===== src/rtl/matrix_operand_loader.sv =====
// Streams row-major elements of matrix A then matrix B into flattened registers and holds the
// assembled operand set plus op code for the matrix ALU. Optional macro: MATRIX_LOADER_ABORT_EN.
module matrix_operand_loader #(
  parameter int unsigned word_size     = 8,
  parameter int unsigned Amatrixrownum = 2,
  parameter int unsigned Amatrixcolnum = 2,
  parameter int unsigned Bmatrixrownum = 2,
  parameter int unsigned Bmatrixcolnum = 2
) (
  input  logic                                             clk,
  input  logic                                             reset,
  input  logic                                             in_valid,
  output logic                                             in_ready,
  input  logic [word_size-1:0]                             in_data,
  input  logic [1:0]                                       in_op,
`ifdef MATRIX_LOADER_ABORT_EN
  input  logic                                             abort,
`endif
  output logic [Amatrixrownum*Amatrixcolnum*word_size-1:0] A,
  output logic [Bmatrixrownum*Bmatrixcolnum*word_size-1:0] B,
  output logic [1:0]                                       op,
  output logic                                             out_valid,
  input  logic                                             out_ready
);

  localparam int unsigned NA   = Amatrixrownum * Amatrixcolnum;
  localparam int unsigned NB   = Bmatrixrownum * Bmatrixcolnum;
  localparam int unsigned MaxN = (NA > NB) ? NA : NB;
  localparam int unsigned CntW = (MaxN > 1) ? $clog2(MaxN) : 1;

  typedef enum logic [1:0] {
    StLoadA,
    StLoadB,
    StHold
  } state_e;

  state_e                  state_q;
  logic [CntW-1:0]         cnt_q;
  logic [NA*word_size-1:0] a_q;
  logic [NB*word_size-1:0] b_q;
  logic [1:0]              op_q;
  logic                    out_valid_q;

  // in_ready is a pure decode of the state register, so it is glitch-free and never depends on
  // same-cycle inputs.
  assign in_ready  = (state_q != StHold);
  assign A         = a_q;
  assign B         = b_q;
  assign op        = op_q;
  assign out_valid = out_valid_q;

  always_ff @(posedge clk) begin
    if (reset) begin
      state_q     <= StLoadA;
      cnt_q       <= '0;
      a_q         <= '0;
      b_q         <= '0;
      op_q        <= 2'b00;
      out_valid_q <= 1'b0;
    end
`ifdef MATRIX_LOADER_ABORT_EN
    // Abort restarts the load but keeps whatever elements were already written.
    else if (abort && (state_q != StHold)) begin
      state_q <= StLoadA;
      cnt_q   <= '0;
    end
`endif
    else begin
      unique case (state_q)
        StLoadA: begin
          if (in_valid) begin
            a_q[cnt_q*word_size +: word_size] <= in_data;
            if (cnt_q == '0) op_q <= in_op;
            if (cnt_q == CntW'(NA - 1)) begin
              state_q <= StLoadB;
              cnt_q   <= '0;
            end else begin
              cnt_q <= cnt_q + 1'b1;
            end
          end
        end
        StLoadB: begin
          if (in_valid) begin
            b_q[cnt_q*word_size +: word_size] <= in_data;
            if (cnt_q == CntW'(NB - 1)) begin
              state_q     <= StHold;
              cnt_q       <= '0;
              out_valid_q <= 1'b1;
            end else begin
              cnt_q <= cnt_q + 1'b1;
            end
          end
        end
        StHold: begin
          if (out_ready) begin
            state_q     <= StLoadA;
            out_valid_q <= 1'b0;
          end
        end
        default: begin
          state_q     <= StLoadA;
          cnt_q       <= '0;
          out_valid_q <= 1'b0;
        end
      endcase
    end
  end

endmodule


===== config.mk =====
export PLATFORM = sky130hd
export DESIGN_NAME = matrix_operand_loader
export DESIGN_NICKNAME = d
export VERILOG_FILES = /design/src/rtl/matrix_operand_loader.sv
export SDC_FILE = /design/constraint.sdc
export NUM_CORES = 1
export LEC_CHECK = 0
export CORE_ASPECT_RATIO = 1.75
export CORE_UTILIZATION = 28
export DETAILED_ROUTE_END_ITERATION = 10
export PLACE_DENSITY = 0.6
export SLEW_MARGIN = 20
export SYNTH_ARGS = -nofsm -noshare
export SYNTH_HDL_FRONTEND = slang
export SYNTH_SLANG_ARGS = --single-unit
export TNS_END_PERCENT = 50

===== constraint.sdc =====
create_clock -name clk -period 4.5 [get_ports clk]
set_input_delay 0.45 -clock clk [delete_from_list [all_inputs] [get_ports clk]]
set_output_delay 0.45 -clock clk [all_outputs]
set_load 0.05 [all_outputs]

==> out/summary.log, run 1 <==
INFO  routing        drt_first_pass_iters=4
INFO  synth          netlist_area=0.00286mm²
INFO  floorplanning  fp.dieW=78.4µm
INFO  routing        avgViaCountPerCell=4.81
INFO  synth          mappedNetlistNets=341
INFO  sta            tightestPinTransition=1.03ns
INFO  routing        drc=0
INFO  hold_path      timing.hold.worst.class=register to register
INFO  worst_setup_path max_stage_delay=0.83ns
INFO  clock_network  clock_sinks=71
INFO  grt            groute.layer.met2.usage=26.2%
INFO  floorplanning  io-pin-count=82
INFO  routing        wl_per_cell=15.4µm
INFO  worst_setup_path worst_ep_arrival=2.37ns
INFO  routing        routed-via-count=2454
INFO  worst_setup_path worst-setup-path-type=register to output port
INFO  placed_design  globalplace.congestion=0.701
INFO  sta            finalClockSkew=0.00314ns
INFO  floorplanning  floorplan.die.height=136µm
INFO  floorplanning  coreArea=0.00991mm²
INFO  synth          synth.avg_cell_area=8.90µm²
INFO  synth          synthTopCellsByArea=sky130_fd_sc_hd__dfxtp_1, sky130_fd_sc_hd__a21oi_1, sky130_fd_sc_hd__nand3_1
INFO  worst_setup_path setup.worst_path.end_class=output port
INFO  clock_network  cts_root_buffer=sky130_fd_sc_hd__clkbuf_16
INFO  cells_and_area final_nets=400
INFO  pwr            cellLeakagePower=1.30nW
INFO  grt            grtUsageTotal=15.4%
INFO  pwr            total_power=1.41mW
INFO  clock_network  post_cts_resized=0
INFO  floorplanning  dieArea=0.0106mm²
INFO  synth          synthesis.yosys.warnings=0
INFO  cells_and_area finish.utilization=40.0%
INFO  clock_network  cts_buffer_depth=2
INFO  routing        drtIter0Drc=144
INFO  clock_network  tritoncts=done
INFO  cells_and_area drive_above_1_share=6.75%
INFO  synth          synth_top_area_cell=sky130_fd_sc_hd__dfxtp_1
INFO  sta            post-route-min-period=2.82ns
INFO  clock_network  worst_setup_hold_path_clk_slew=0.06ns
INFO  sta            final.setup.worst_slack=1.68ns
INFO  sta            fmax=354MHz
INFO  clock_network  number_of_buffers_created_by_cts=9
INFO  sta            final_slew_violations=0
INFO  sta            setup_repair_after_global_routing_missed_its_margin=false
INFO  sta            fin_setup_tns=0ns
INFO  clock_network  cts_hold_buf=0
INFO  run_status     outcome=finished clean
INFO  pwr            largest_vdd_supply_drop=0.000176V
INFO  synth          synth_seq_cells=71
INFO  sta            hold_viol=0
INFO  grt            grt_max_degree=59
INFO  sta            timing.hold.ws=0.453ns
INFO  grt            grt_first_pass_wirelength=12.4mm
INFO  grt            gr-usage-met1=17.9%
INFO  grt            grt.overflow.total=0
INFO  worst_setup_path timing.critical_path.fanout_max=19
INFO  grt            grt_pass1_vias=2332
INFO  clock_network  clock_tree.htree_level_count=3
INFO  sta            setup_viol_count_final=0
INFO  grt            grt_use_met3=2.96%
INFO  worst_setup_path worst_path_cell_chain=inv_1 > nand2_1 > clkdlybuf4s50_1
INFO  routing        postRouteAntennaNets=0
INFO  worst_setup_path critical_path_required=4.05ns
INFO  worst_setup_path critical-path-slowest-cell=sky130_fd_sc_hd__clkdlybuf4s50_1
INFO  floorplanning  initial_utilization=28.8%
INFO  sta            period_utilisation_layout=62.8%
INFO  clock_network  insertion_delay_to_the_later_sink_of_the_worst_skew_pair=0.33ns
INFO  synth          ys_seq_area_share=49.8%
INFO  pwr            power_per_cell_area=354mW/mm²
INFO  routing        wirelength=7.85mm
INFO  clock_network  post-cts-setup-buffer-count=0
INFO  cells_and_area antenna_cells=0
INFO  synth          cells_after_synth=321
INFO  placed_design  port_buffers=81
INFO  placed_design  preCtsSetupSlack=1.73ns
INFO  grt            initial_antenna_violation_count=0
INFO  sta            remaining_max_slew_budget_at_the_tightest_pin=30.1%
INFO  cells_and_area synthToLayoutAreaGrowth=38.9%
INFO  placed_design  detailedPlacementHpwl=5.53mm
INFO  floorplanning  row_count=48
INFO  flow_run       max_cap_viol_count=0
INFO  synth          netlist.area_leader.share=49.8%
INFO  worst_setup_path crit_path_start_kind=register
INFO  grt            global_route.peak_usage_layer=met2
INFO  synth          synthDistinctLibCells=36
-- where the power goes --
group	internal (mW)	switching, mW
sequential	0.636	0.00770
clock	0.386	0.256
combinational	0.0392	0.0811
-- flip-flops by register name, indices dropped and copies added (netlist names) --
| signal | flops |
|---|---|
| A | 32 |
| B | 32 |
| cnt_q | 2 |
| op | 2 |
| out_valid | 1 |
| state_q | 2 |
-- layout make-up --
cell class	count	area [µm²]
multi-input cells	213	1290
flip-flops and latches	71	1420
repair buffers	81	806
fillers	1013	5940
clock buffers	11	243
well taps	125	156
clock inverters	5	33.8
inverters	4	15.0
-- final timing paths --
| kind | from | to | slack, ns | cells after the start |
|---|---|---|---|---|
| worst max-delay path | state_q[0]$_SDFFE_PP0P_ | in_ready | 1.68 | 3 |
| worst min-delay path | B[31]$_SDFFE_PP0P_ | B[31]$_SDFFE_PP0P_ | 0.45 | 2 |
| worst max register to register | cnt_q[0]$_SDFFE_PP0P_ | B[23]$_SDFFE_PP0P_ | 2.14 | 5 |
| worst min register to register | B[31]$_SDFFE_PP0P_ | B[31]$_SDFFE_PP0P_ | 0.45 | 2 |
-- kinds of logic after synthesis --
kind of cell | share of synthesized area (%)
buffers and inverters | 5.43
AO/OA/AOI/OAI | 15.5
multiplexers | 1.05
XOR/XNOR | 0.307
adder cells (fa/ha/maj) | 2.63
AND/OR/NAND/NOR | 25.4
flip-flops | 49.8
-- placed cells by master (no fill, tap or decap), types with 2 or more instances in the layout --
| cell type | instances |
|---|---|
| sky130_fd_sc_hd__mux2i_1 | 3 |
| sky130_fd_sc_hd__inv_1 | 4 |
| sky130_fd_sc_hd__nor2b_1 | 2 |
| sky130_fd_sc_hd__a22o_1 | 16 |
| sky130_fd_sc_hd__a211oi_1 | 2 |
| sky130_fd_sc_hd__clkinvlp_4 | 2 |
| sky130_fd_sc_hd__dfxtp_1 | 71 |
| sky130_fd_sc_hd__nor2_1 | 6 |
| sky130_fd_sc_hd__nand2_1 | 52 |
| sky130_fd_sc_hd__nand3_1 | 46 |
| sky130_fd_sc_hd__a41oi_1 | 2 |
| sky130_fd_sc_hd__and4b_1 | 3 |
| sky130_fd_sc_hd__nand4b_1 | 3 |
| sky130_fd_sc_hd__nand3b_1 | 3 |
| sky130_fd_sc_hd__ha_1 | 6 |
| sky130_fd_sc_hd__clkbuf_16 | 9 |
| sky130_fd_sc_hd__nor4_4 | 2 |
| sky130_fd_sc_hd__a21oi_1 | 47 |
| sky130_fd_sc_hd__nand4bb_1 | 2 |
| sky130_fd_sc_hd__clkdlybuf4s50_1 | 80 |
| sky130_fd_sc_hd__clkinv_2 | 2 |
| sky130_fd_sc_hd__nor3b_2 | 2 |
| sky130_fd_sc_hd__nor4bb_2 | 2 |
-- critical path: cells and delay by family (launching register included) --
family,cells,cell delay [ns]
buffers and inverters,2,1.14
DFF,1,0.77
and+or+nand+nor,1,0.13
-- synthesized netlist by cell type, drive strengths merged --
cell type,n
a211oi,2
a21oi,47
a22o,16
a2bb2oi,1
a31oi,1
a41oi,2
and3b,1
and4b,3
and4bb,1
buf,8
clkbuf,25
dfxtp,71
ha,6
inv,4
mux2i,3
nand2,52
nand3,46
nand3b,3
nand4b,3
nand4bb,2
nor2,6
nor2b,2
nor3,1
nor3b,2
nor4,2
nor4bb,3
o21ai,2
o22a,1
or2,1
or3,1
or4b,1
or4bb,1
xnor2,1
-- metrics by stage --
stage / cells / cell area (µm²)
2_1_floorplan: 321 / 2860
3_3_place_gp: 494 / 3680
3_5_place_dp: 494 / 3680
4_1_cts: 510 / 3960
5_1_grt: 510 / 3970
6_report: 510 / 3970
-- metal layers --
metal / vias up / share of wire, %
li1: 1244 / -
met4: 0 / 3.2
met3: 13 / 2.6
met1: 1150 / 42
met5: - / 0
met2: 47 / 52
Power figures use the tool's default switching activity.
==> run 2: changes to the inputs <==
Settings changed: PLACE_DENSITY 0.6 to 0.62.
Clock period 4.5 ns to 2.35 ns, I/O delays scaled along.
==> out/summary.log, run 2 (same netlist as run 1, synthesis figures left out) <==
INFO  floorplanning  initial_utilization=28.8% [unchanged]
INFO  sta            setup_viol_count_final=0 [unchanged]
INFO  placed_design  detailedPlacementHpwl=5.80mm [+4.9%]
INFO  worst_setup_path reg2reg_setup_slack=0.21ns [-1.93 ns]
INFO  flow_run       max_cap_viol_count=0 [unchanged]
INFO  routing        routed-via-count=2512 [+2.4%]
INFO  worst_setup_path rr_endpoint=B[22]$_SDFFE_PP0P_
INFO  sta            period_utilisation_layout=90.9%
INFO  cells_and_area layout_commonest_cell=sky130_fd_sc_hd__clkdlybuf4s50_1
INFO  routing        drtIter0Drc=126 [-13%]
INFO  clock_network  tritoncts=done
INFO  worst_setup_path timing.rr.start=cnt_q[1]$_SDFFE_PP0P_
INFO  pwr            total_switching_power=0.651mW [+89%]
INFO  clock_network  clock_tree.htree_level_count=3 [unchanged]
INFO  cells_and_area finish.utilization=40.9% [+0.85 points]
INFO  clock_network  clock_sinks=71 [unchanged]
INFO  worst_setup_path critPathLaunch=cnt_q[1]$_SDFFE_PP0P_
INFO  floorplanning  row_count=48 [unchanged]
INFO  hold_path      timing.hold.worst.class=input port to register
INFO  worst_setup_path timing.reg2reg.worst_path_depth=5 [unchanged]
INFO  grt            grtUsageTotal=15.7% [+0.26 points]
INFO  grt            grt_max_degree=58 [-1.7%]
INFO  pwr            switching_share=22.5% [-2.0 points]
INFO  floorplanning  dieArea=0.0106mm² [unchanged]
INFO  cells_and_area final_cell_mix=sky130_fd_sc_hd__clkdlybuf4s50_1, sky130_fd_sc_hd__dfxtp_1, sky130_fd_sc_hd__nand2_1
INFO  worst_setup_path timing.critical_path.fanout_max=8 [-11]
INFO  pwr            internal_power=2.23mW [+110%]
INFO  floorplanning  io-pin-count=82 [unchanged]
INFO  pwr            largest_vdd_supply_drop=0.000419V [+140%]
INFO  cells_and_area fin_cells=519 [+1.8%]
INFO  cells_and_area fillerInstances=1010 [-0.30%]
INFO  grt            grt.overflow.total=0 [unchanged]
INFO  worst_setup_path setup.worst_path.end_class=register
INFO  sta            final_slew_violations=0 [unchanged]
INFO  sta            finalClockSkew=0.00386ns [+0.000714 ns]
INFO  clock_network  cts_root_buffer=sky130_fd_sc_hd__clkbuf_16
INFO  pwr            total_power=2.89mW [+110%]
INFO  sta            fin_setup_tns=0ns [unchanged]
INFO  worst_setup_path worst-setup-path-type=register to register
INFO  sta            tightestPinTransition=0.856ns [-0.179 ns]
INFO  clock_network  post_cts_resized=0 [unchanged]
INFO  cells_and_area antenna_cells=0 [unchanged]
INFO  worst_setup_path critical_path_required=2.62ns [-1.43 ns]
INFO  sta            remaining_max_slew_budget_at_the_tightest_pin=42.9% [+13 points]
INFO  clock_network  cts_buffer_depth=2 [unchanged]
INFO  placed_design  place.detailed.instances=503 [+1.8%]
INFO  clock_network  post-cts-setup-buffer-count=0 [unchanged]
INFO  routing        avgViaCountPerCell=4.84 [+0.59%]
INFO  routing        postRouteAntennaNets=0 [unchanged]
INFO  worst_setup_path crit_path_start_kind=register
INFO  floorplanning  coreArea=0.00991mm² [unchanged]
INFO  routing        wl_per_cell=15.4µm [+0.32%]
INFO  pwr            power_per_cell_area=712mW/mm² [+100%]
INFO  sta            setup_repair_after_global_routing_missed_its_margin=false
INFO  placed_design  port_buffers=81 [unchanged]
INFO  clock_network  cts_hold_buf=0 [unchanged]
INFO  pwr            cellLeakagePower=1.36nW [+4.4%]
INFO  clock_network  insertion_delay_to_the_later_sink_of_the_worst_skew_pair=0.33ns [about the same]
INFO  grt            grt_first_pass_wirelength=12.4mm [+0.28%]
INFO  grt            initial_antenna_violation_count=0 [unchanged]
INFO  cells_and_area final_nets=409 [+2.3%]
INFO  pwr            p_comb_share=8.6% [about the same]
INFO  routing        drc=0 [unchanged]
INFO  pwr            clockPowerShare=48.9% [+3.2 points]
INFO  sta            post-route-min-period=2.14ns
INFO  routing        wirelength=8.02mm [+2.1%]
INFO  clock_network  number_of_buffers_created_by_cts=9 [unchanged]
INFO  sta            hold_viol=0 [unchanged]
INFO  floorplanning  floorplan.die.height=136µm [unchanged]
INFO  sta            fmax=468MHz
INFO  grt            grt_pass1_vias=2328 [-0.17%]
INFO  routing        drt_first_pass_iters=4 [unchanged]
INFO  run_status     outcome=finished clean
INFO  pwr            pwr-share-seq=42.6% [-3.2 points]
INFO  clock_network  worst_setup_hold_path_clk_slew=0.05ns [about the same]
INFO  placed_design  globalplace.congestion=0.782 [+12%]
INFO  sta            timing.hold.ws=0.398ns [-0.0554 ns]
INFO  worst_setup_path critical_path.endpoint=B[22]$_SDFFE_PP0P_
INFO  cells_and_area synthToLayoutAreaGrowth=41.8%
INFO  worst_setup_path worst_ep_arrival=2.41ns [+0.04 ns]
INFO  floorplanning  fp.dieW=78.4µm [unchanged]
INFO  cells_and_area drive_above_1_share=7.87% [+1.1 points]
## run 2: cell count changes in the layout (fill, tap and decap cells not counted), sizes merged
cell           change
buf               +10
clkinv             -3
bufinv             +2
clkbuf             +2
clkdlybuf4s50      -1
clkinvlp           -1
## run 2: final cells by class
cell class              count  area [µm²]  share of cell area (%)
clock buffers              13         240                    5.93
flip-flops and latches     71        1420                    35.1
well taps                 125         156                    3.86
repair buffers             90         871                    21.5
clock inverters             3        67.6                    1.67
inverters                   4        15.0                   0.371
multi-input cells         213        1280                    31.6
## run 2: power by group through the flow
stage	combinational [mW]	clock, mW	sequential (mW)
after floorplan	0.127	0	1.29
after global placement	0.245	0	1.25
after detailed placement	0.248	0	1.25
after CTS	0.249	1.43	1.23
after global routing	0.268	1.50	1.23
final	0.248	1.41	1.23
## run 2: worst min-delay path by stage
stage / slack [ns] / startpoint / to / cells after the start
final: 0.40 / reset / A[9]$_SDFFE_PP0P_ / 4
after floorplan: 0.36 / in_data[1] / A[17]$_SDFFE_PP0P_ / 1
after global placement: 0.45 / A[29]$_SDFFE_PP0P_ / A[29]$_SDFFE_PP0P_ / 2
after global routing: 0.41 / reset / A[9]$_SDFFE_PP0P_ / 4
after CTS: 0.40 / reset / A[9]$_SDFFE_PP0P_ / 4
after detailed placement: 0.45 / B[0]$_SDFFE_PP0P_ / B[0]$_SDFFE_PP0P_ / 2
## run 2: worst max-delay path, stage by stage, from the launching register on
cell and delay [ns]:
sky130_fd_sc_hd__dfxtp_1 0.42, sky130_fd_sc_hd__inv_1 0.11, sky130_fd_sc_hd__ha_1 0.37, sky130_fd_sc_hd__or4b_4 0.53, sky130_fd_sc_hd__nor4_4 0.45, sky130_fd_sc_hd__a22o_1 0.20
## run 2: stage by stage
step                      setup WS (ns)  cell area [µm²]
after global placement            0.270             3740
after CTS                         0.198             4050
after global routing             0.0189             4050
final                             0.213             4050
after detailed placement          0.222             3740
after floorplan                   0.287             2860
## run 2: layer usage
metal	global-route usage (%)	up-vias	wire length, µm
met4	7.72	0	199
met3	2.96	13	233
met5	0	-	0
met1	17.0	1180	3160
li1	-	1259	-
met2	28.6	60	4430
==> run 3: changes to the inputs <==
Settings changed: CORE_MARGIN set to 5, CTS_CLUSTER_SIZE set to 16.
==> out/summary.log, run 3 (same netlist as run 1, synthesis figures left out) <==
INFO  clock_network  clock_tree.htree_level_count=3 [unchanged]
INFO  routing        postRouteAntennaNets=0 [unchanged]
INFO  routing        wirelength=8.40mm [+4.8%]
INFO  clock_network  cts_hold_buf=0 [unchanged]
INFO  routing        drc=0 [unchanged]
INFO  floorplanning  initial_utilization=28.8% [unchanged]
INFO  grt            grt_max_degree=58 [unchanged]
INFO  cells_and_area area_used_by_multi_input_combinational_logic=0.00128mm² [unchanged]
INFO  sta            timing.hold.ws=0.430ns [+0.0325 ns]
INFO  cells_and_area layout_commonest_cell=sky130_fd_sc_hd__clkdlybuf4s50_1
INFO  cells_and_area final_nets=409 [unchanged]
INFO  sta            tightestPinTransition=0.815ns [-0.0415 ns]
INFO  clock_network  clock_sinks=71 [unchanged]
INFO  cells_and_area final_cell_mix=sky130_fd_sc_hd__clkdlybuf4s50_1, sky130_fd_sc_hd__dfxtp_1, sky130_fd_sc_hd__nand2_1
INFO  worst_setup_path crit_path_start_kind=register
INFO  floorplanning  fp.dieW=86.4µm [+10%]
INFO  hold_path      timing.hold.worst.class=input port to register
INFO  routing        routed-via-count=2542 [+1.2%]
INFO  routing        wl_per_cell=16.2µm [+4.8%]
INFO  floorplanning  dieArea=0.0124mm² [+17%]
INFO  worst_setup_path worst-setup-path-type=register to register
INFO  run_status     outcome=finished clean
INFO  cells_and_area antenna_cells=0 [unchanged]
INFO  clock_network  number_of_buffers_created_by_cts=9 [unchanged]
INFO  worst_setup_path worst_ep_arrival=2.45ns [+0.04 ns]
INFO  clock_network  cts_buffer_depth=2 [unchanged]
INFO  pwr            cellLeakagePower=1.35nW [-0.77%]
INFO  pwr            total_power=2.82mW [-2.3%]
INFO  placed_design  globalplace.congestion=0.732 [-6.5%]
INFO  pwr            power_per_cell_area=698mW/mm² [-2.1%]
INFO  grt            grtUsageTotal=14.0% [-1.7 points]
INFO  sta            remaining_max_slew_budget_at_the_tightest_pin=45.6% [+2.8 points]
INFO  routing        drtIter0Drc=133 [+5.6%]
INFO  flow_run       max_cap_viol_count=0 [unchanged]
INFO  sta            hold_viol=0 [unchanged]
INFO  cells_and_area fin_cells=519 [unchanged]
INFO  floorplanning  floorplan.die.height=144µm [+5.9%]
INFO  cells_and_area drive_above_1_share=8.88% [+1.0 points]
INFO  pwr            largest_vdd_supply_drop=0.000382V [-8.9%]
INFO  sta            post-route-min-period=2.17ns [+0.0368 ns]
INFO  sta            setup_viol_count_final=0 [unchanged]
INFO  sta            setup_repair_after_global_routing_missed_its_margin=false
INFO  sta            finalClockSkew=0.00511ns [+0.00125 ns]
INFO  placed_design  port_buffers=81 [unchanged]
INFO  floorplanning  io-pin-count=82 [unchanged]
INFO  clock_network  post_cts_resized=0 [unchanged]
INFO  placed_design  detailedPlacementHpwl=6.15mm [+6.0%]
INFO  clock_network  cts_root_buffer=sky130_fd_sc_hd__clkbuf_16
INFO  worst_setup_path critical_path_required=2.63ns [about the same]
INFO  floorplanning  coreArea=0.00991mm² [unchanged]
INFO  cells_and_area ff_latch_area=0.00142mm² [unchanged]
INFO  cells_and_area fillerInstances=1035 [+2.5%]
INFO  sta            period_utilisation_layout=92.5% [+1.6 points]
INFO  floorplanning  row_count=48 [unchanged]
INFO  clock_network  worst_setup_hold_path_clk_slew=0.06ns [about the same]
INFO  placed_design  place.detailed.instances=503 [unchanged]
INFO  clock_network  post-cts-setup-buffer-count=0 [unchanged]
INFO  grt            grt_first_pass_wirelength=13.1mm [+5.9%]
INFO  routing        avgViaCountPerCell=4.90 [+1.2%]
INFO  sta            final_slew_violations=0 [unchanged]
INFO  worst_setup_path timing.critical_path.fanout_max=8 [unchanged]
INFO  grt            grt_pass1_vias=2426 [+4.2%]
INFO  worst_setup_path setup.worst_path.end_class=register
INFO  clock_network  tritoncts=done
INFO  grt            initial_antenna_violation_count=0 [unchanged]
INFO  cells_and_area synthToLayoutAreaGrowth=41.5%
INFO  clock_network  insertion_delay_to_the_later_sink_of_the_worst_skew_pair=0.34ns [about the same]
INFO  grt            grt.overflow.total=0 [unchanged]
INFO  sta            fin_setup_tns=0ns [unchanged]
INFO  sta            fmax=460MHz [-1.7%]
INFO  routing        drt_first_pass_iters=4 [unchanged]
INFO  cells_and_area finish.utilization=40.8% [-0.088 points]
-- run 3: per-stage QoR --
step,setup WS [ns],area (µm²)
2_1_floorplan,0.287,2860
3_3_place_gp,0.296,3740
3_5_place_dp,0.184,3740
4_1_cts,0.167,4040
5_1_grt,0.0155,4040
6_report,0.176,4040
-- run 3: cell type report --
| class | instances | area share (%) |
|---|---|---|
| clock inverters | 7 | 1.83 |
| well taps | 125 | 3.87 |
| multi-input cells | 213 | 31.7 |
| repair buffers | 90 | 21.5 |
| flip-flops and latches | 71 | 35.2 |
| clock buffers | 9 | 5.57 |
| inverters | 4 | 0.371 |
-- run 3: final timing paths --
path              cells after the start                   from            endpoint  slack, ns
setup / recovery                      5  cnt_q[1]$_SDFFE_PP0P_  B[23]$_SDFFE_PP0P_       0.18
hold / removal                        4                  reset   A[9]$_SDFFE_PP0P_       0.43
setup reg to reg                      5  cnt_q[1]$_SDFFE_PP0P_  B[23]$_SDFFE_PP0P_       0.18
hold reg to reg                       2     A[25]$_SDFFE_PP0P_  A[25]$_SDFFE_PP0P_       0.45
-- run 3: worst max-delay path, cell delays in order (launching register included) --
cell                      delay, ns
sky130_fd_sc_hd__dfxtp_1       0.43
sky130_fd_sc_hd__inv_1         0.12
sky130_fd_sc_hd__ha_1          0.38
sky130_fd_sc_hd__or4b_4        0.54
sky130_fd_sc_hd__nor4_4        0.44
sky130_fd_sc_hd__a22o_1        0.20
-- run 3: where the power goes --
part	internal, mW	total [mW]	switching [mW]
clock	0.820	1.34	0.523
sequential	1.22	1.23	0.00995
combinational	0.0865	0.250	0.163
-- run 3: layer usage --
metal | up-vias | track usage [%] | routed length, µm | part of all wire, %
met3 | 18 | 4.25 | 457 | 5.4
met2 | 71 | 24.8 | 4680 | 56
met5 | - | 0 | 0 | 0
met1 | 1194 | 14.6 | 3040 | 36
met4 | 0 | 7.22 | 227 | 2.7
li1 | 1259 | - | - | -
